==> src/rtl/conv_pkg.sv <==
// Shared constants and helpers for the conv window sequencer slice.
package conv_pkg;

   // Default kernel geometry and channel-group depth
   localparam int K_H_DEF    = 3;
   localparam int K_W_DEF    = 3;
   localparam int CH_MAX_DEF = 16;

   // Gap policy: discard the partial window, or pause it until in_vld returns
   localparam bit GAP_DISCARD = 1'b1;
   localparam bit GAP_PAUSE   = 1'b0;

   // Index width for a counter covering 0..n-1, never narrower than one bit
   function automatic int clog2_min1(input int n);
      return (n <= 1) ? 1 : $clog2(n);
   endfunction

endpackage

==> src/rtl/conv_idx_cnt.sv <==
// Single wrap counter: steps on en, returns to zero after reaching max.
// wrap is combinational so counters can be chained through it in one cycle.
module conv_idx_cnt
#(
   parameter int W = 2
)(
   input  logic         clk,
   input  logic         rst_n,
   input  logic         clr,
   input  logic         en,
   input  logic [W-1:0] max,
   output logic [W-1:0] value,
   output logic         wrap
);

   assign wrap = en && (value == max);

   // Count register; clr wins over en
   always_ff @(posedge clk or negedge rst_n) begin
      if (!rst_n) begin
         value <= '0;
      end else if (clr) begin
         value <= '0;
      end else if (en) begin
         value <= wrap ? '0 : value + W'(1);
      end
   end

endmodule

==> src/rtl/conv_win_seq.sv <==
// Window sequencer for the conv datapath. Walks each accepted beat over a
// K_H x K_W kernel and a runtime number of channel groups (kc fastest, then
// kr, then ch), flags the first and last tap for the MAC accumulator, and
// hands each completed window downstream through a one-deep out_vld slot.
module conv_win_seq
   import conv_pkg::*;
#(
   parameter int K_H     = K_H_DEF,
   parameter int K_W     = K_W_DEF,
   parameter int CH_MAX  = CH_MAX_DEF,
   parameter bit GAP_CLR = GAP_DISCARD,
   parameter int WCNT_W  = 16,
   localparam int KRW    = clog2_min1(K_H),
   localparam int KCW    = clog2_min1(K_W),
   localparam int CHW    = clog2_min1(CH_MAX),
   localparam int CW     = $clog2(CH_MAX + 1)
)(
   input  logic              clk,
   input  logic              rst_n,
   input  logic              clr,
   input  logic [CW-1:0]     cfg_ch,
   input  logic              in_vld,
   output logic              in_rdy,
   output logic [KRW-1:0]    kr,
   output logic [KCW-1:0]    kc,
   output logic [CHW-1:0]    ch,
   output logic              first,
   output logic              last,
   output logic              out_vld,
   input  logic              out_rdy,
   output logic [WCNT_W-1:0] win_cnt,
   output logic              err_gap
);

   logic            acc;
   logic            hs;
   logic            gap;
   logic            gap_clr;
   logic            cnt_clr;
   logic            kc_wrap;
   logic            kr_wrap;
   logic            ch_wrap;
   logic [CW-1:0]   ch_cfg_sat;
   logic [CW-1:0]   ch_lat;
   logic [CW-1:0]   ch_eff;
   logic [CHW-1:0]  ch_top;

   // The slot only blocks input while a completion is waiting and not being taken
   assign in_rdy  = !(out_vld && !out_rdy);
   assign acc     = in_vld && in_rdy;
   assign hs      = out_vld && out_rdy;

   assign first   = (kr == '0) && (kc == '0) && (ch == '0);

   // A gap only matters inside a window; an idle input between windows is normal
   assign gap     = !in_vld && !first;
   assign gap_clr = (GAP_CLR == GAP_DISCARD) && gap;
   assign cnt_clr = clr || gap_clr;

   // Normalise cfg_ch: zero means one group, anything above CH_MAX saturates
   always_comb begin
      ch_cfg_sat = cfg_ch;
      if (cfg_ch == '0) begin
         ch_cfg_sat = CW'(1);
      end else if (cfg_ch > CW'(CH_MAX)) begin
         ch_cfg_sat = CW'(CH_MAX);
      end
   end

   // On tap 0 the live config is used directly so a one-beat window can
   // still flag last; afterwards the value captured at tap 0 is used.
   assign ch_eff = first ? ch_cfg_sat : ch_lat;
   assign ch_top = CHW'(ch_eff - CW'(1));

   assign last   = (kc == KCW'(K_W - 1)) && (kr == KRW'(K_H - 1)) && (ch == ch_top);

   // Capture the channel-group count at the window's first accepted beat
   always_ff @(posedge clk or negedge rst_n) begin
      if (!rst_n) begin
         ch_lat <= CW'(1);
      end else if (clr) begin
         ch_lat <= CW'(1);
      end else if (acc && first) begin
         ch_lat <= ch_cfg_sat;
      end
   end

   conv_idx_cnt #(.W(KCW)) u_kc (
      .clk   (clk),
      .rst_n (rst_n),
      .clr   (cnt_clr),
      .en    (acc),
      .max   (KCW'(K_W - 1)),
      .value (kc),
      .wrap  (kc_wrap)
   );

   conv_idx_cnt #(.W(KRW)) u_kr (
      .clk   (clk),
      .rst_n (rst_n),
      .clr   (cnt_clr),
      .en    (kc_wrap),
      .max   (KRW'(K_H - 1)),
      .value (kr),
      .wrap  (kr_wrap)
   );

   conv_idx_cnt #(.W(CHW)) u_ch (
      .clk   (clk),
      .rst_n (rst_n),
      .clr   (cnt_clr),
      .en    (kr_wrap),
      .max   (ch_top),
      .value (ch),
      .wrap  (ch_wrap)
   );

   // Completion slot: a new completion has priority over a same-cycle handover,
   // so the slot refills rather than dropping for a cycle
   always_ff @(posedge clk or negedge rst_n) begin
      if (!rst_n) begin
         out_vld <= 1'b0;
      end else if (clr) begin
         out_vld <= 1'b0;
      end else if (ch_wrap) begin
         out_vld <= 1'b1;
      end else if (hs) begin
         out_vld <= 1'b0;
      end
   end

   // Count handovers, wrapping naturally at the counter width
   always_ff @(posedge clk or negedge rst_n) begin
      if (!rst_n) begin
         win_cnt <= '0;
      end else if (clr) begin
         win_cnt <= '0;
      end else if (hs) begin
         win_cnt <= win_cnt + WCNT_W'(1);
      end
   end

   // Sticky record that a partial window was thrown away
   always_ff @(posedge clk or negedge rst_n) begin
      if (!rst_n) begin
         err_gap <= 1'b0;
      end else if (clr) begin
         err_gap <= 1'b0;
      end else if (gap_clr) begin
         err_gap <= 1'b1;
      end
   end

endmodule

==> config.mk <==
export PLATFORM = sky130hd
export DESIGN_NAME = conv_win_seq
export DESIGN_NICKNAME = d
export VERILOG_FILES = /design/src/rtl/conv_pkg.sv /design/src/rtl/conv_idx_cnt.sv /design/src/rtl/conv_win_seq.sv
export SDC_FILE = /design/constraint.sdc
export NUM_CORES = 1
export LEC_CHECK = 0
export CAP_MARGIN = 25
export CELL_PAD_IN_SITES_DETAIL_PLACEMENT = 0
export CELL_PAD_IN_SITES_GLOBAL_PLACEMENT = 1
export CORE_MARGIN = 2
export CORE_UTILIZATION = 41
export DETAILED_ROUTE_END_ITERATION = 12
export PLACE_DENSITY_LB_ADDON = 0.1
export SLEW_MARGIN = 25
export SYNTH_ARGS = -nofsm -noshare
export SYNTH_HDL_FRONTEND = slang
export SYNTH_HIERARCHICAL = 1
export SYNTH_SLANG_ARGS = --single-unit
==> constraint.sdc <==
create_clock -name clk -period 4.4 [get_ports clk]
set_input_delay 0.44 -clock clk [delete_from_list [all_inputs] [get_ports clk]]
set_output_delay 0.44 -clock clk [all_outputs]
set_load 0.02 [all_outputs]
==> flow_metrics.env, run 1 <==
export IMPL_synth_adder_area_share_pct=2.080
export IMPL_coreArea_um2=4294
export IMPL_vdd_ir_drop_max_uv=154.6
export IMPL_crit_chain="or4_4, or2_4, inv_6, mux2i_1, ha_1, xor2_1, nand4_1, nor4_2, clkdlybuf4s50_1"
export IMPL_rsz0062_at_grt="no"
export IMPL_cts_resized=0
export IMPL_yosys_top_cells_area="dfrtp_1 (40%), xnor2_1 (7.3%), xor2_1 (7.3%), nor2_1 (5.8%), a21oi_1 (2.5%)"
export IMPL_muxShareOfSynthArea_pct=4.092
export IMPL_grt_use_met1_pct=25.71
export IMPL_cp_required_ns=3.96
export IMPL_busiest_layer="met2"
export IMPL_syn_inst=193
export IMPL_power_per_cell_area_nw_per_um2=323.5
export IMPL_cts_hold_buffers=0
export IMPL_hold_class="register to register"
export IMPL_drt_iter0_drc=35
export IMPL_ant_nets=0
export IMPL_tns_ns=0
export IMPL_gr_usage_met2_pct=27.25
export IMPL_htreeDepth=2
export IMPL_globalRouteOverflowTotal=0
export IMPL_final_common_cell="clkdlybuf4s50_1"
export IMPL_fin_worst_skew_ns=0.004220
export IMPL_fp_row_count=24
export IMPL_antenna_found_initial=0
export IMPL_cts_buffers=5
export IMPL_grt_start_max_net_pins=31
export IMPL_synth_seq_cells=30
export IMPL_fillers=412
export IMPL_track_usage_pct=18.37
export IMPL_maxCapViolations=0
export IMPL_avgSynthCellArea_um2=9.348
export IMPL_nets=261
export IMPL_async_flop_share_pct=100.0
export IMPL_crit_buf_inv=2
export IMPL_fin_cells=301
export IMPL_remaining_drc_errors=0
export IMPL_via_per_inst=4.877
export IMPL_worstSetupPathType="register to output pin"
export IMPL_synth_distinct_cells=43
export IMPL_yosys_area_top_type="dfrtp_1"
export IMPL_wl_um=3979
export IMPL_yosysSeqAreaShare_pct=41.68
export IMPL_syn_to_final_growth_pct=34.81
export IMPL_synth_xor_area_share_pct=14.56
export IMPL_timing_slew_headroom_pct=44.94
export IMPL_finalCriticalPeriod_ns=4.090
export IMPL_reg2reg_depth=11
export IMPL_post_cts_buffers=0
export IMPL_die_y_um=70.34
export IMPL_fin_crit_sh_pct=92.95
export IMPL_synth_compound_area_share_pct=9.015
export IMPL_grt_pass1_vias=1501
export IMPL_cts_sinks=30
export IMPL_grt_pass1_wl_um=7176
export IMPL_clk_pin_slew_ns=0.06
export IMPL_yosys_area_share_simple_pct=25.73
export IMPL_drive_gt1_share_pct=9.237
export IMPL_root_buffer="clkbuf_8"
export IMPL_dr_pass1_iters=4
export IMPL_cp_data_arrival_time_ns=3.65
export IMPL_cts_tree="built"
export IMPL_power_uw=787.0
export IMPL_clock_latency_ns=0.28
export IMPL_avgRoutedWirePerCell_um=13.22
export IMPL_fin_ws_ns=0.3103
export IMPL_io_pins=39
export IMPL_gp_congestion=0.8502
export IMPL_cp_slowest_cell="clkdlybuf4s50_1"
export IMPL_status="completed"
export IMPL_synth_warnings=6
export IMPL_die_area_um2=4947
export IMPL_synth_area_um2=1804
export IMPL_cp_top_family="simple AND/OR/NAND/NOR gates"
export IMPL_synth_main_ff_cell="dfrtp_1"
export IMPL_finalHoldViolations=0
export IMPL_pre_cts_ws_ns=0.5790
export IMPL_dp_cells=293
export IMPL_num_antenna_cells=0
export IMPL_r2r_slack_ns=1.09
export IMPL_vias=1468
export IMPL_hold_depth=2
export IMPL_setup_viol=0
export IMPL_synth_edf_count=0
export IMPL_maxSlewViolCount=0
export IMPL_crit_fanout=9
export IMPL_die_w_um=70.34
export IMPL_start_util_pct=42.02
export IMPL_layout_common_cells="clkdlybuf4s50_1 (38), dfrtp_1 (29), nor2_1 (28)"
export IMPL_end_kind="output pin"
export IMPL_groute_layer_met3_usage_pct=4.618
export IMPL_clockBufferDepth=2
export IMPL_slowest_delay_ns=0.63
export IMPL_crit_path_start_kind="register"
export IMPL_synth_top_cell_area_share_pct=40.22
export IMPL_synth_top_family_by_area="simple AND/OR/NAND/NOR gates"
export IMPL_p_leak_uw=0.001019
export IMPL_fmax_mhz=244.5
export IMPL_post_dp_hpwl_um=2860
export IMPL_port_buffers=38
export IMPL_worst_pin_slew_ns=0.8233
export IMPL_cp_depth=9
-- cell usage after synthesis, types with 3 or more instances --
| library cell | number |
|---|---|
| nor2b_1 | 4 |
| nand2b_1 | 3 |
| mux2i_1 | 4 |
| nand2_1 | 12 |
| xnor2_1 | 15 |
| xor2_1 | 15 |
| ha_1 | 3 |
| nor3b_1 | 4 |
| mux2_2 | 3 |
| nand4_1 | 6 |
| nand3_1 | 6 |
| nor2_1 | 28 |
| inv_1 | 6 |
| nor3_1 | 4 |
| dfrtp_1 | 29 |
| and3_1 | 3 |
| a21oi_1 | 9 |
-- power by group --
part	internal [µW]	total, µW	switching [µW]
Sequential	283	292	9.08
Clock	241	348	107
Combinational	64.3	146	82.0
-- flip-flops by register name, indices dropped and copies added, names as in the netlist --
register	cells
err_gap	1
win_cnt	16
out_vld	1
u_kr/value	2
u_kc/value	2
u_ch/value	4
ch_lat	4
-- final timing paths --
path	start	endpoint
worst max-delay path	u_ch/value[0]	last
worst min-delay path	err_gap	err_gap
worst max register to register	u_ch/value[0]	out_vld
worst min register to register	err_gap	err_gap
max in group asynchronous	rst_n	ch_lat[0]
min in group asynchronous	rst_n	win_cnt[2]
-- layer usage --
metal	routed length (µm)	part of all wire [%]	vias up
met2	1790	45	26
met5	0	0	-
li1	-	-	766
met1	1927	48	669
met4	63	1.6	0
met3	197	5.0	7
-- worst register-to-register path, stage by stage, from the launching register on --
cell	delay, ns
dfrtp_1	0.48
or4_4	0.58
or2_4	0.29
inv_6	0.09
mux2i_1	0.40
ha_1	0.28
xnor2_1	0.14
xor2_1	0.13
nor4_2	0.51
and2_1	0.19
inv_1	0.04
a21oi_1	0.10
-- metrics by stage --
step	util, %	area, µm²	hold slack [ns]
after floorplan	-	1849	0.1444
after global placement	53.32	2290	0.4897
after detailed placement	53.32	2290	0.4965
after CTS	56.64	2432	0.5164
after global routing	56.64	2432	0.5722
final	56.64	2432	0.5132
-- cells by family (layout without fill, tap and decap cells) --
logic type               Yosys count  after routing
XOR/XNOR                          30             30
flip-flops                        30             30
AO/OA/AOI/OAI                     24             24
adder cells (fa/ha/maj)            3              3
other                              2             14
multiplexers                       7              7
AND/OR/NAND/NOR                   87             87
buffers and inverters             10             54
-- cell type report --
| cell class | count | area (µm²) | area share [%] |
|---|---|---|---|
| clock buffers | 6 | 82.58 | 3.395 |
| multi-input cells | 165 | 1054 | 43.31 |
| inverters | 7 | 31.28 | 1.286 |
| repair buffers | 39 | 387.9 | 15.95 |
| well taps | 52 | 65.06 | 2.675 |
| clock inverters | 2 | 60.06 | 2.469 |
| flip-flops and latches | 30 | 752.0 | 30.92 |
No activity file was read; power rests on OpenSTA's default activity.
==> inputs of run 2 (changes only) <==
--- a/config.mk
+++ b/config.mk
@@ -9,11 +9,11 @@
 export CELL_PAD_IN_SITES_DETAIL_PLACEMENT = 0
 export CELL_PAD_IN_SITES_GLOBAL_PLACEMENT = 1
 export CORE_MARGIN = 2
-export CORE_UTILIZATION = 41
+export CORE_UTILIZATION = 40
 export DETAILED_ROUTE_END_ITERATION = 12
 export PLACE_DENSITY_LB_ADDON = 0.1
+export SETUP_SLACK_MARGIN = 0.15
 export SLEW_MARGIN = 25
 export SYNTH_ARGS = -nofsm -noshare
 export SYNTH_HDL_FRONTEND = slang
-export SYNTH_HIERARCHICAL = 1
 export SYNTH_SLANG_ARGS = --single-unit
==> run 2 against run 1 <==
  * Sequential power down 2%
  * Highest routed layer unchanged
  * Power shrank 25%
  * Largest power group is now registers
  * Flip-flop and latch count unchanged
  * Sequential share of layout area up 2.8 points
==> flow_metrics.env, run 2 <==
export IMPL_status="completed"
export IMPL_clockBufferDepth=2
export IMPL_grt_start_max_net_pins=31
export IMPL_crit_chain="inv_1, ha_1, nor3b_1, and2_1, o2111ai_1, nor3_1, o32a_2, and4b_1, clkdlybuf4s50_1"
export IMPL_synth_seq_cells=30
export IMPL_fin_worst_skew_ns=0.007687
export IMPL_r2r_start="u_ch.value[1]"
export IMPL_avgSynthCellArea_um2=9.053
export IMPL_slowest_delay_ns=0.60
export IMPL_power_per_cell_area_nw_per_um2=264.4
export IMPL_yosysMostFrequentCell="nor2_1"
export IMPL_layout_common_cells="clkdlybuf4s50_1 (38), nor2_1 (31), dfrtp_1 (29)"
export IMPL_fp_row_count=23
export IMPL_setup_viol=0
export IMPL_tns_ns=0
export IMPL_crit_path_start_kind="register"
export IMPL_grt_pass1_vias=1598
export IMPL_clock_latency_ns=0.28
export IMPL_wl_um=4141
export IMPL_fillers=371
export IMPL_globalRouteOverflowTotal=0
export IMPL_syn_to_final_growth_pct=29.16
export IMPL_die_y_um=69.75
export IMPL_top_register="win_cnt"
export IMPL_vdd_ir_drop_max_uv=186.2
export IMPL_yosys_top_cells_area="dfrtp_1 (42%), nor2_1 (6.7%), xor2_1 (5.6%), nand2_1 (3.7%), a21oi_1 (3.5%)"
export IMPL_async_flop_share_pct=100.0
export IMPL_remaining_drc_errors=0
export IMPL_coreArea_um2=4086
export IMPL_io_pins=39
export IMPL_cp_startpoint="u_ch.value[1]"
export IMPL_drive_gt1_share_pct=6.897
export IMPL_cts_resized=0
export IMPL_post_dp_hpwl_um=2892
export IMPL_cts_hold_buffers=0
export IMPL_end_kind="output pin"
export IMPL_finalHoldViolations=0
export IMPL_synth_main_ff_cell="dfrtp_1"
export IMPL_hold_ws_ns=0.5152
export IMPL_grt_pass1_wl_um=7362
export IMPL_cts_tree="built"
export IMPL_crit_fanout=7
export IMPL_synth_top_cell_area_share_pct=41.97
export IMPL_fin_crit_sh_pct=82.75
export IMPL_yosysSeqAreaShare_pct=43.49
export IMPL_num_antenna_cells=0
export IMPL_synth_area_um2=1729
export IMPL_hold_class="register to register"
export IMPL_cts_sinks=30
export IMPL_nets=244
export IMPL_worstSetupPathType="register to output pin"
export IMPL_largest_register_ffs=16
export IMPL_fmax_mhz=274.7
export IMPL_ys_top_cells_by_count="nor2_1 (31), dfrtp_1 (29), nand2_1 (17)"
export IMPL_cts_buffers=5
export IMPL_post_cts_buffers=0
export IMPL_start_util_pct=42.31
export IMPL_clk_pin_slew_ns=0.07
export IMPL_syn_inst=191
export IMPL_synth_distinct_cells=40
export IMPL_via_per_inst=5.465
export IMPL_min_delay_start="err_gap"
export IMPL_vias=1541
export IMPL_ant_nets=0
export IMPL_top_regs="win_cnt x16, ch_lat x4, u_ch.value x4"
export IMPL_final_common_cell="clkdlybuf4s50_1"
export IMPL_die_w_um=69.75
export IMPL_avgRoutedWirePerCell_um=14.68
export IMPL_maxCapViolations=0
export IMPL_cp_data_arrival_time_ns=3.20
export IMPL_antenna_found_initial=0
export IMPL_drt_iter0_drc=113
export IMPL_timing_slew_headroom_pct=35.57
export IMPL_yosys_area_top_type="dfrtp_1"
export IMPL_root_buffer="clkbuf_8"
export IMPL_p_leak_uw=0.0009320
export IMPL_cp_slowest_cell="clkdlybuf4s50_1"
export IMPL_htreeDepth=2
export IMPL_finalCriticalPeriod_ns=3.641
export IMPL_gp_congestion=0.8322
export IMPL_cp_required_ns=3.96
export IMPL_die_area_um2=4865
export IMPL_worst_pin_slew_ns=0.9635
export IMPL_port_buffers=38
export IMPL_syn_num_nets=204
export IMPL_synth_edf_count=0
export IMPL_track_usage_pct=19.05
export IMPL_rsz0062_at_grt="no"
export IMPL_synth_warnings=0
export IMPL_maxSlewViolCount=0
export IMPL_dr_pass1_iters=4
-- run 2: changes by cell type in the layout (fill, tap and decap cells not counted), sizes merged, moves of 3 or more --
cell     delta
a21oi       +3
conb       -14
mux2        -3
nand2       +5
nand3       +6
nor2        +3
nor4        -3
o2111ai     +3
xnor2      -12
xor2        -4
-- run 2: cell families after synthesis --
family,count (synthesis),synth area share [%]
muxes,2,1.158
AOI/OAI and AO/OA,30,12.81
xor gates and xnor gates,14,7.091
adders and majority gates,3,2.171
DFF,30,43.49
buffers and inverters,11,3.256
and+or+nand+nor,101,30.03
-- run 2: power by group --
part	switching [µW]	total, µW	internal [µW]
clock	105	231	126
combinational	41.4	72.7	31.3
sequential	6.21	287	281
-- run 2: worst paths after layout --
path                            endpoint  slack, ns  depth (start not counted)
max in group asynchronous      ch_lat[0]       3.52                          2
max reg2reg                      out_vld       1.95                          8
min in group asynchronous  u_ch.value[3]       0.56                          2
max                                 last       0.76                          9
min reg2reg                      err_gap       0.52                          2
min                              err_gap       0.52                          2
-- run 2: area by class of cell --
type	instances	area (µm²)	area share, %
clock inverter	1	5.005	0.2241
sequential	30	752.0	33.67
multi-input combinational	150	920.9	41.23
clock buffer	7	86.33	3.866
timing repair buffer	39	387.9	17.37
tap	50	62.56	2.801
inverter	5	18.77	0.8403
-- run 2: routing by layer --
layer / wire length [µm] / global-route usage, % / share of wire (%)
met1: 1825 / 23.05 / 44
met2: 2076 / 32.59 / 50
met3: 176 / 4.506 / 4.3
met4: 63 / 7.692 / 1.5
met5: 0 / 0 / 0
-- run 2: critical path, delay by kind of cell, from the launching register on --
family / cells / cell delay [ns]
and+or+nand+nor: 4 / 1.13
buffers and inverters: 2 / 0.74
DFF: 1 / 0.44
AOI/OAI and AO/OA: 2 / 0.43
adders and majority gates: 1 / 0.17
-- run 2: metrics by stage --
step / cells / total power [µW] / util, % / setup slack, ns / area [µm²]
floorplan: 191 / 335.0 / - / 1.562 / 1729
global placement: 274 / 363.5 / 52.42 / 1.189 / 2142
CTS: 282 / 600.9 / 54.65 / 0.7445 / 2233
finish: 282 / 590.6 / 54.65 / 0.7591 / 2233
detailed placement: 274 / 365.0 / 52.42 / 1.058 / 2142
global route: 282 / 623.3 / 54.65 / 0.4614 / 2233
==> inputs of run 3 (changes only) <==
--- a/config.mk
+++ b/config.mk
@@ -9,7 +9,7 @@
 export CELL_PAD_IN_SITES_DETAIL_PLACEMENT = 0
 export CELL_PAD_IN_SITES_GLOBAL_PLACEMENT = 1
 export CORE_MARGIN = 2
-export CORE_UTILIZATION = 40
+export CORE_UTILIZATION = 34
 export DETAILED_ROUTE_END_ITERATION = 12
 export PLACE_DENSITY_LB_ADDON = 0.1
 export SETUP_SLACK_MARGIN = 0.15
==> constraint.sdc (replaced) <==
create_clock -name clk -period 3 [get_ports clk]
set_input_delay 0.3 -clock clk [delete_from_list [all_inputs] [get_ports clk]]
set_output_delay 0.3 -clock clk [all_outputs]
set_load 0.02 [all_outputs]
==> run 3 against run 2 <==
  * Clock skew down 0.0017 ns
  * First-iteration DRC count up 4.4%
  * Die area up 17%
  * Sequential share of layout area down 1.7 points
  * Flip-flop and latch count unchanged
  * Worst setup slack worse by 0.43 ns
  * Clock-buffer cell count unchanged
  * Worst hold slack worse by 0.092 ns
  * Register-to-register slack worse by 1.1 ns
  * Power up 48%
  * Global-route usage down 1.9 points
  * Cell count up 10%
  * Critical endpoint unchanged
  * Largest power group unchanged
==> flow_metrics.env, run 3 (synthesized netlist as in run 2, its figures left out) <==
export IMPL_status="completed"
export IMPL_finalCriticalPeriod_ns=2.668
export IMPL_avgRoutedWirePerCell_um=13.60
export IMPL_track_usage_pct=17.19
export IMPL_worstSetupPathType="register to output pin"
export IMPL_hold_class="input pin to async pin"
export IMPL_rsz0062_at_grt="no"
export IMPL_final_common_cell="clkdlybuf4s50_1"
export IMPL_cp_data_arrival_time_ns=2.37
export IMPL_grt_pass1_vias=1645
export IMPL_gp_congestion=0.8277
export IMPL_htreeDepth=2
export IMPL_grt_start_max_net_pins=31
export IMPL_timing_slew_headroom_pct=73.19
export IMPL_die_y_um=75.32
export IMPL_power_uw=874.6
export IMPL_ant_nets=0
export IMPL_fin_ws_ns=0.3322
export IMPL_pre_cts_ws_ns=0.07491
export IMPL_cp_required_ns=2.70
export IMPL_cts_sinks=30
export IMPL_coreArea_um2=4817
export IMPL_fp_row_count=25
export IMPL_antenna_found_initial=0
export IMPL_fin_worst_skew_ns=0.006011
export IMPL_dr_pass1_iters=4
export IMPL_p_leak_uw=0.0009981
export IMPL_top_register="win_cnt"
export IMPL_dp_cells=303
export IMPL_fmax_mhz=374.8
export IMPL_root_buffer="clkbuf_8"
export IMPL_syn_to_final_growth_pct=35.89
export IMPL_num_antenna_cells=0
export IMPL_finalHoldViolations=0
export IMPL_cts_buffers=5
export IMPL_nets=256
export IMPL_grt_pass1_wl_um=7369
export IMPL_power_per_cell_area_nw_per_um2=372.2
export IMPL_crit_fanout=6
export IMPL_top_regs="win_cnt x16, ch_lat x4, u_ch.value x4"
export IMPL_setup_viol=0
export IMPL_clk_pin_slew_ns=0.06
export IMPL_vias=1558
export IMPL_die_w_um=75.32
export IMPL_fin_cells=311
export IMPL_cp_top_family="simple AND/OR/NAND/NOR gates"
export IMPL_worst_pin_slew_ns=0.3991
export IMPL_tns_ns=0
export IMPL_cp_slowest_cell="or4_4"
export IMPL_maxCapViolations=0
export IMPL_io_pins=39
export IMPL_drt_iter0_drc=118
export IMPL_vdd_ir_drop_max_uv=253.1
export IMPL_drive_gt1_share_pct=13.11
export IMPL_clock_latency_ns=0.28
export IMPL_cts_tree="built"
export IMPL_crit_path_start_kind="register"
export IMPL_crit_chain="inv_1, ha_1, nor3b_1, and2_4, or4_4, a21oi_2, o32a_2, and4b_1, buf_2"
export IMPL_start_util_pct=35.90
export IMPL_crit_buf_inv=2
export IMPL_wl_um=4231
export IMPL_layout_common_cells="clkdlybuf4s50_1 (37), nor2_1 (31), dfrtp_1 (29)"
export IMPL_cts_hold_buffers=0
export IMPL_remaining_drc_errors=0
export IMPL_slowest_delay_ns=0.52
export IMPL_end_kind="output pin"
export IMPL_fin_crit_sh_pct=88.93
export IMPL_via_per_inst=5.010
export IMPL_largest_register_ffs=16
export IMPL_die_area_um2=5672
export IMPL_post_dp_hpwl_um=3151
export IMPL_maxSlewViolCount=0
export IMPL_globalRouteOverflowTotal=0
export IMPL_port_buffers=38
export IMPL_clockBufferDepth=2
run 3: cell types whose count changed in the layout (fill, tap and decap cells not counted), sizes merged:
| cell | before | now |
|---|---|---|
| clkdlybuf4s50 | 38 | 37 |
| buf | 1 | 14 |
run 3: metal layers:
metal,vias up,wire length (µm),GRT usage [%]
met1,749,1898,20.62
met3,4,130,4.497
met2,22,2167,29.66
met5,-,0,0
li1,783,-,-
met4,0,34,6.433
run 3: path summary, 6_finish.rpt:
kind | startpoint | end | slack [ns] | cells past startpoint
min | rst_n | win_cnt[9] | 0.42 | 2
max | u_ch.value[0] | last | 0.33 | 9
max in group asynchronous | rst_n | ch_lat[0] | 2.26 | 2
max reg2reg | u_kc.value[0] | out_vld | 0.85 | 8
min reg2reg | err_gap | err_gap | 0.52 | 2
min in group clk | err_gap | err_gap | 0.52 | 2
run 3: power breakdown:
| part | internal, µW | switching (µW) |
|---|---|---|
| Combinational | 57.2 | 63.2 |
| Sequential | 412 | 9.14 |
| Clock | 185 | 148 |
| Total | 654 | 221 |
run 3: worst register-to-register path, delay by kind of cell (launching register included):
family	cells	cell delay, ns
simple gates	2	0.43
flops	1	0.45
buf+inv	2	0.35
compound gates	4	0.79
run 3: area by class of cell:
type / count / area [µm²]
Clock buffer: 7 / 86.33
Clock inverter: 1 / 5.005
Fill cell: 470 / 2467
Inverter: 5 / 18.77
Multi-Input combinational cell: 150 / 930.9
Sequential cell: 30 / 752.0
Tap cell: 67 / 83.83
Timing Repair Buffer: 51 / 473.0
run 3: repair_timing:
item,in CTS,in global routing
gates resized for setup,5,3
setup endpoints to repair,1,1
buffers inserted,0,0
run 3: stage by stage:
step	util [%]	instance area [µm²]	hold WS, ns
6_report	48.78	2350	0.4231
5_1_grt	48.78	2350	0.4403
4_1_cts	48.60	2341	0.4333
3_5_place_dp	46.78	2253	0.5256
3_3_place_gp	46.78	2253	0.5135
2_1_floorplan	-	1729	0.004409
==> variant 1, RTL diff (config.mk and constraints of run 1) <==
Put one more register stage on the output `win_cnt`, cleared by the reset. The value now appears one clock later. The other outputs are not delayed to match.
--- a/src/rtl/conv_win_seq.sv
+++ b/src/rtl/conv_win_seq.sv
@@ -31,6 +31,8 @@
    output logic [WCNT_W-1:0] win_cnt,
    output logic              err_gap
 );
+
+   logic [WCNT_W-1:0] win_cnt_s0;
 
    logic            acc;
    logic            hs;
@@ -132,11 +134,11 @@
    // Count handovers, wrapping naturally at the counter width
    always_ff @(posedge clk or negedge rst_n) begin
       if (!rst_n) begin
-         win_cnt <= '0;
+         win_cnt_s0 <= '0;
       end else if (clr) begin
-         win_cnt <= '0;
+         win_cnt_s0 <= '0;
       end else if (hs) begin
-         win_cnt <= win_cnt + WCNT_W'(1);
+         win_cnt_s0 <= win_cnt_s0 + WCNT_W'(1);
       end
    end
 
@@ -151,5 +153,13 @@
       end
    end
 
+   always_ff @(posedge clk or negedge rst_n) begin
+      if (!rst_n) begin
+         win_cnt <= '0;
+      end else begin
+         win_cnt <= win_cnt_s0;
+      end
+   end
+
 endmodule
 
Formal check against the unedited RTL: same outputs for any inputs over 10 cycles, from zero or initial values and one cycle with rst_n low; that may be too few to reach the edited logic, so the function may still have changed.
==> variant 1 against run 1 <==
Critical path type unchanged. Area after synthesis rose by 24%. Sequential cell count rose by 16. Worst hold slack got worse by 0.38 ns. Routed wire length rose by 7.7%. Synthesized cell count rose by 10%. Sequential power rose by 50%. Cell area rose by 17%. Power rose by 14%. Setup slack got worse by 0.072 ns. Final cell count rose by 13%.
==> variant 1: results (changes against run 1) <==
Pwr
  – Switching power: 0.2360 mW (+19%)
  – Pleak: 1.215 nW (+19%)
  – Clk pwr share: 34.7% (-9.6 points)
  – Power per cell area: 315.8 nW/um^2 (-2.4%)
  – Max IR drop VDD: 0.1556 mV (+0.66%)

Synth
  – Compound-cell area share of the yosys netlist: 9.081% (+0.065 points)
  – Post-synthesis mux area share: 3.307% (-0.78 points)
  – Post-synth top cells: dfrtp_1, nor2_1, xnor2_1, a21oi_1, nand2_1
  – Post-Syn Instances: 213 (+10%)
  – Post-synthesis adder-cell area fraction: 1.682% (-0.40 points)
  – Register area share after synthesis: 51.63% (+9.9 points)
  – Top cells by area, synth: dfrtp_1, xnor2_1, nor2_1, xor2_1, a21oi_1
  – #FFs+latches synth: 46 (+53%)
  – Post-Synth XOR/XNOR Area: 10.20% (-4.4 points)
  – Synth cell types: 45 (+4.7%)

Global route
  – Vias in the first global route: 1605 (+6.9%)
  – Met3 GRT Util: 3.721% (-0.90 points)
  – Gr usage total: 16.30% (-2.1 points)
  – GR Util met1: 22.17% (-3.5 points)
  – Largest net degree at the start of global routing: 47 (+52%)
  – Global-route wire length before repair: 7707 microns (+7.4%)
  – GRT met2 Usage: 24.91% (-2.3 points)

Placed design
  – Port Buffers: 38 (unchanged)
  – Placed insts: 331 (+13%)
  – Final Wtd Congestion: 0.7748 (-8.9%)
  – Detail Placement HPWL: 2985 microns (+4.3%)
  – Setup WS pre-CTS: 0.5691 ns (-0.009851 ns)
  – Cell Area, Placed: 2735 sq um (+19%)

Layout
  – Filler Cells Inserted: 470 (+14%)
  – Layout cell share with drive strength beyond 1: 8.550% (-0.69 points)
  – #MultiIn Comb: 167 (+1.2%)
  – Non-CTS buffers: 39 (unchanged)
  – Regs by FF count: win_cnt (16), win_cnt_s0 (16)
  – Inverter count: 9 (+2)
  – Multi-input gate share of total cell area: 37.70% (-5.6 points)
  – Seq area share: 40.47% (+9.6 points)
  – Footprint of the multi-input gates: 1074 sq um (+1.9%)
  – Final nets: 281 (+7.7%)
  – Layout non-clock buf frac: 13.53% (-2.4 points)
  – Clk tree area frac: 3.866% (-2.0 points)

Routing
  – DR WL/cell: 12.64 microns (-4.4%)
  – WL met3: 212 microns (+7.6%)
  – Post-Route WL: 4285 microns (+7.7%)
  – M1 WL: 2003 microns (+3.9%)
  – Via density: 4.912 (+0.71%)
  – WL met2: 1980 microns (+11%)
  – 1st-iter DRT viols: 84 (+140%)

Die
  – Total die area: 6051 sq um (+22%)

Setup path
  – Data arrival, critical path: 3.72 ns (+0.07 ns)

Timing
  – Least-Margin Pin Slew: 0.5581 ns (-0.2652 ns)
  – Final clock skew: 0.005491 ns (+0.001271 ns)

CTS
  – Reg clk slew, reported paths: 0.09 ns (+0.03 ns)
  – Worst-Skew Late Latency: 0.30 ns (+0.02 ns)

Outcome
  – Status: finished, final reports clean

Hold path
  – Hold Crit Class: input port to async pin
-- variant 1: cell types whose count changed in the layout (fill, tap and decap cells not counted), moves of 4 or more --
cell / before / now
dfrtp_1: 29 / 45
nor2_1: 28 / 21
xor2_1: 15 / 9
a21oi_1: 9 / 13
o21ai_0: 2 / 6
or3_1: 2 / 6
-- variant 1: final timing paths --
kind | start | to | slack, ns
max in group asynchronous | rst_n | ch_lat[0] | 3.89
worst min register to register | win_cnt_s0[15] | win_cnt[15] | 0.41
worst max-delay path | u_ch/value[0] | last | 0.24
min in group clk | win_cnt_s0[15] | win_cnt[15] | 0.41
worst min-delay path | rst_n | u_kr/value[1] | 0.13
worst max register to register | u_ch/value[0] | out_vld | 1.02
-- variant 1: critical path: stages (launching register included) --
cell	delay, ns
dfrtp_1	0.50
or4_4	0.59
or2_4	0.29
inv_6	0.09
mux2i_1	0.40
ha_1	0.34
xor2_1	0.14
nand4_1	0.14
nor4_2	0.29
clkdlybuf4s50_1	0.64
==> variant 2, RTL diff (config.mk and constraints of run 1) <==
Without the edit above. The package constant `K_W_DEF` goes from 3 to 4.
--- a/src/rtl/conv_pkg.sv
+++ b/src/rtl/conv_pkg.sv
@@ -3,7 +3,7 @@
 
    // Default kernel geometry and channel-group depth
    localparam int K_H_DEF    = 3;
-   localparam int K_W_DEF    = 3;
+   localparam int K_W_DEF    = 4;
    localparam int CH_MAX_DEF = 16;
 
    // Gap policy: discard the partial window, or pause it until in_vld returns
Behaviour: not the same (a bounded check fails within 4 cycles, from zero or initial values and one cycle with rst_n low).
==> variant 2 against run 1 <==
Setup slack better by 0.36 ns. First-iteration DRC count up 120%. Clock skew up 0.0019 ns. Critical path depth down 1. Cell area up 2.0%. Power down 15%. Die area up 4.4%. Sequential cell count unchanged. Non-clock buffer count up 1. Area after synthesis up 4.6%. Routed wire length up 4.1%. Worst hold slack better by 0.024 ns. Largest cell class unchanged. Highest routed layer unchanged.
==> variant 2: results (changes against run 1) <==
Outcome
  – Status: finished, final reports clean

Setup path
  – Crit path max-delay family: compound AO/OA/AOI/OAI gates
  – Max incr delay on CP: 0.65 ns (+0.02 ns)
  – Critical Path Source: u_kr/value[0]
  – CP max-delay cell: or4_1
  – CP max FO: 10 (+1)

Timing
  – Final clock skew: 0.006103 ns (+0.001883 ns)
  – Least-Margin Pin Slew: 0.8274 ns (+0.004105 ns)

Placed design
  – Final Wtd Congestion: 0.7623 (-10%)
  – Cell Area, Placed: 2381 sq um (+4.0%)
  – Detail Placement HPWL: 2964 microns (+3.6%)

Pwr
  – Max IR drop VDD: 0.1349 mV (-13%)
  – Pleak: 1.004 nW (-1.5%)

Global route
  – Gr usage total: 17.60% (-0.76 points)
  – Global-route wire length before repair: 7058 microns (-1.6%)
  – Vias in the first global route: 1500 (-0.067%)
  – Met3 GRT Util: 3.938% (-0.68 points)
  – Largest net degree at the start of global routing: 31 (unchanged)
  – GR Util met1: 25.64% (-0.068 points)
  – GRT met2 Usage: 25.31% (-1.9 points)

Layout
  – Layout cell share with drive strength beyond 1: 9.339% (+0.10 points)
  – Final nets: 269 (+3.1%)

Synth
  – Synth cell types: 48 (+12%)
  – Top cells by area, synth: dfrtp_1, xnor2_1, nor2_1, xor2_1, a21oi_1
  – Post-synth top cells: dfrtp_1, nor2_1, xnor2_1, a21oi_1, nand2_1
  – Register area share after synthesis: 39.83% (-1.9 points)
  – Compound-cell area share of the yosys netlist: 14.18% (+5.2 points)
  – Post-synthesis mux area share: 2.717% (-1.4 points)

Routing
  – 1st-iter DRT viols: 77 (+120%)
  – Post-Route WL: 4144 microns (+4.1%)
  – Via density: 5.291 (+8.5%)
==> variant 2: cell types whose count changed after synthesis, sizes merged, moves of 3 or more <==
cell,delta
xor2,-8
nor2,-6
nand2,-3
nor3,+3
nor4,+3
o21ai,+3
or3,+3
==> variant 2: through the flow <==
stage	std cells	total power [mW]	worst slack [ns]
global route	309	0.7073	0.4008
global placement	301	0.4413	0.5210
CTS	309	0.6788	0.1931
detailed placement	301	0.4404	0.4687
finish	309	0.6678	0.6729
floorplan	212	0.3940	0.7911
==> variant 2: final timing paths <==
check | to | slack [ns] | depth (start not counted)
max in group asynchronous | ch_lat[0] | 3.52 | 2
min | err_gap | 0.54 | 2
min in group asynchronous | win_cnt[13] | 0.55 | 2
max reg2reg | out_vld | 1.34 | 9
max | last | 0.67 | 8
min reg2reg | err_gap | 0.54 | 2
==> variant 2: power by group <==
part           switching [mW]  total (mW)  internal [mW]
clock network           0.107       0.232          0.126
registers              0.0105       0.294          0.283
logic                  0.0789       0.142         0.0629
total                   0.196       0.668          0.471
==> variant 2: layout make-up <==
class | count | area [sq um]
clock inverter | 2 | 12.51
fill | 413 | 1903
multi-input combinational | 171 | 1141
sequential | 30 | 752.0
timing repair buffer | 40 | 397.9
clock buffer | 6 | 82.58
tap | 52 | 65.06
inverter | 8 | 30.03
==> variant 2: routing by layer <==
metal  part of all wire [%]  up-vias  wire, microns
met1                     51      769           2107
li1                       -      825              -
met3                    4.6        7            191
met5                      0        -              0
met4                    1.5        0             63
met2                     43       34           1781
==> variant 2: worst min-delay path, cell delays in order, from the launching register on <==
cell and delay [ns]:
dfrtp_1 0.37, nor2_1 0.06, nor2_1 0.07
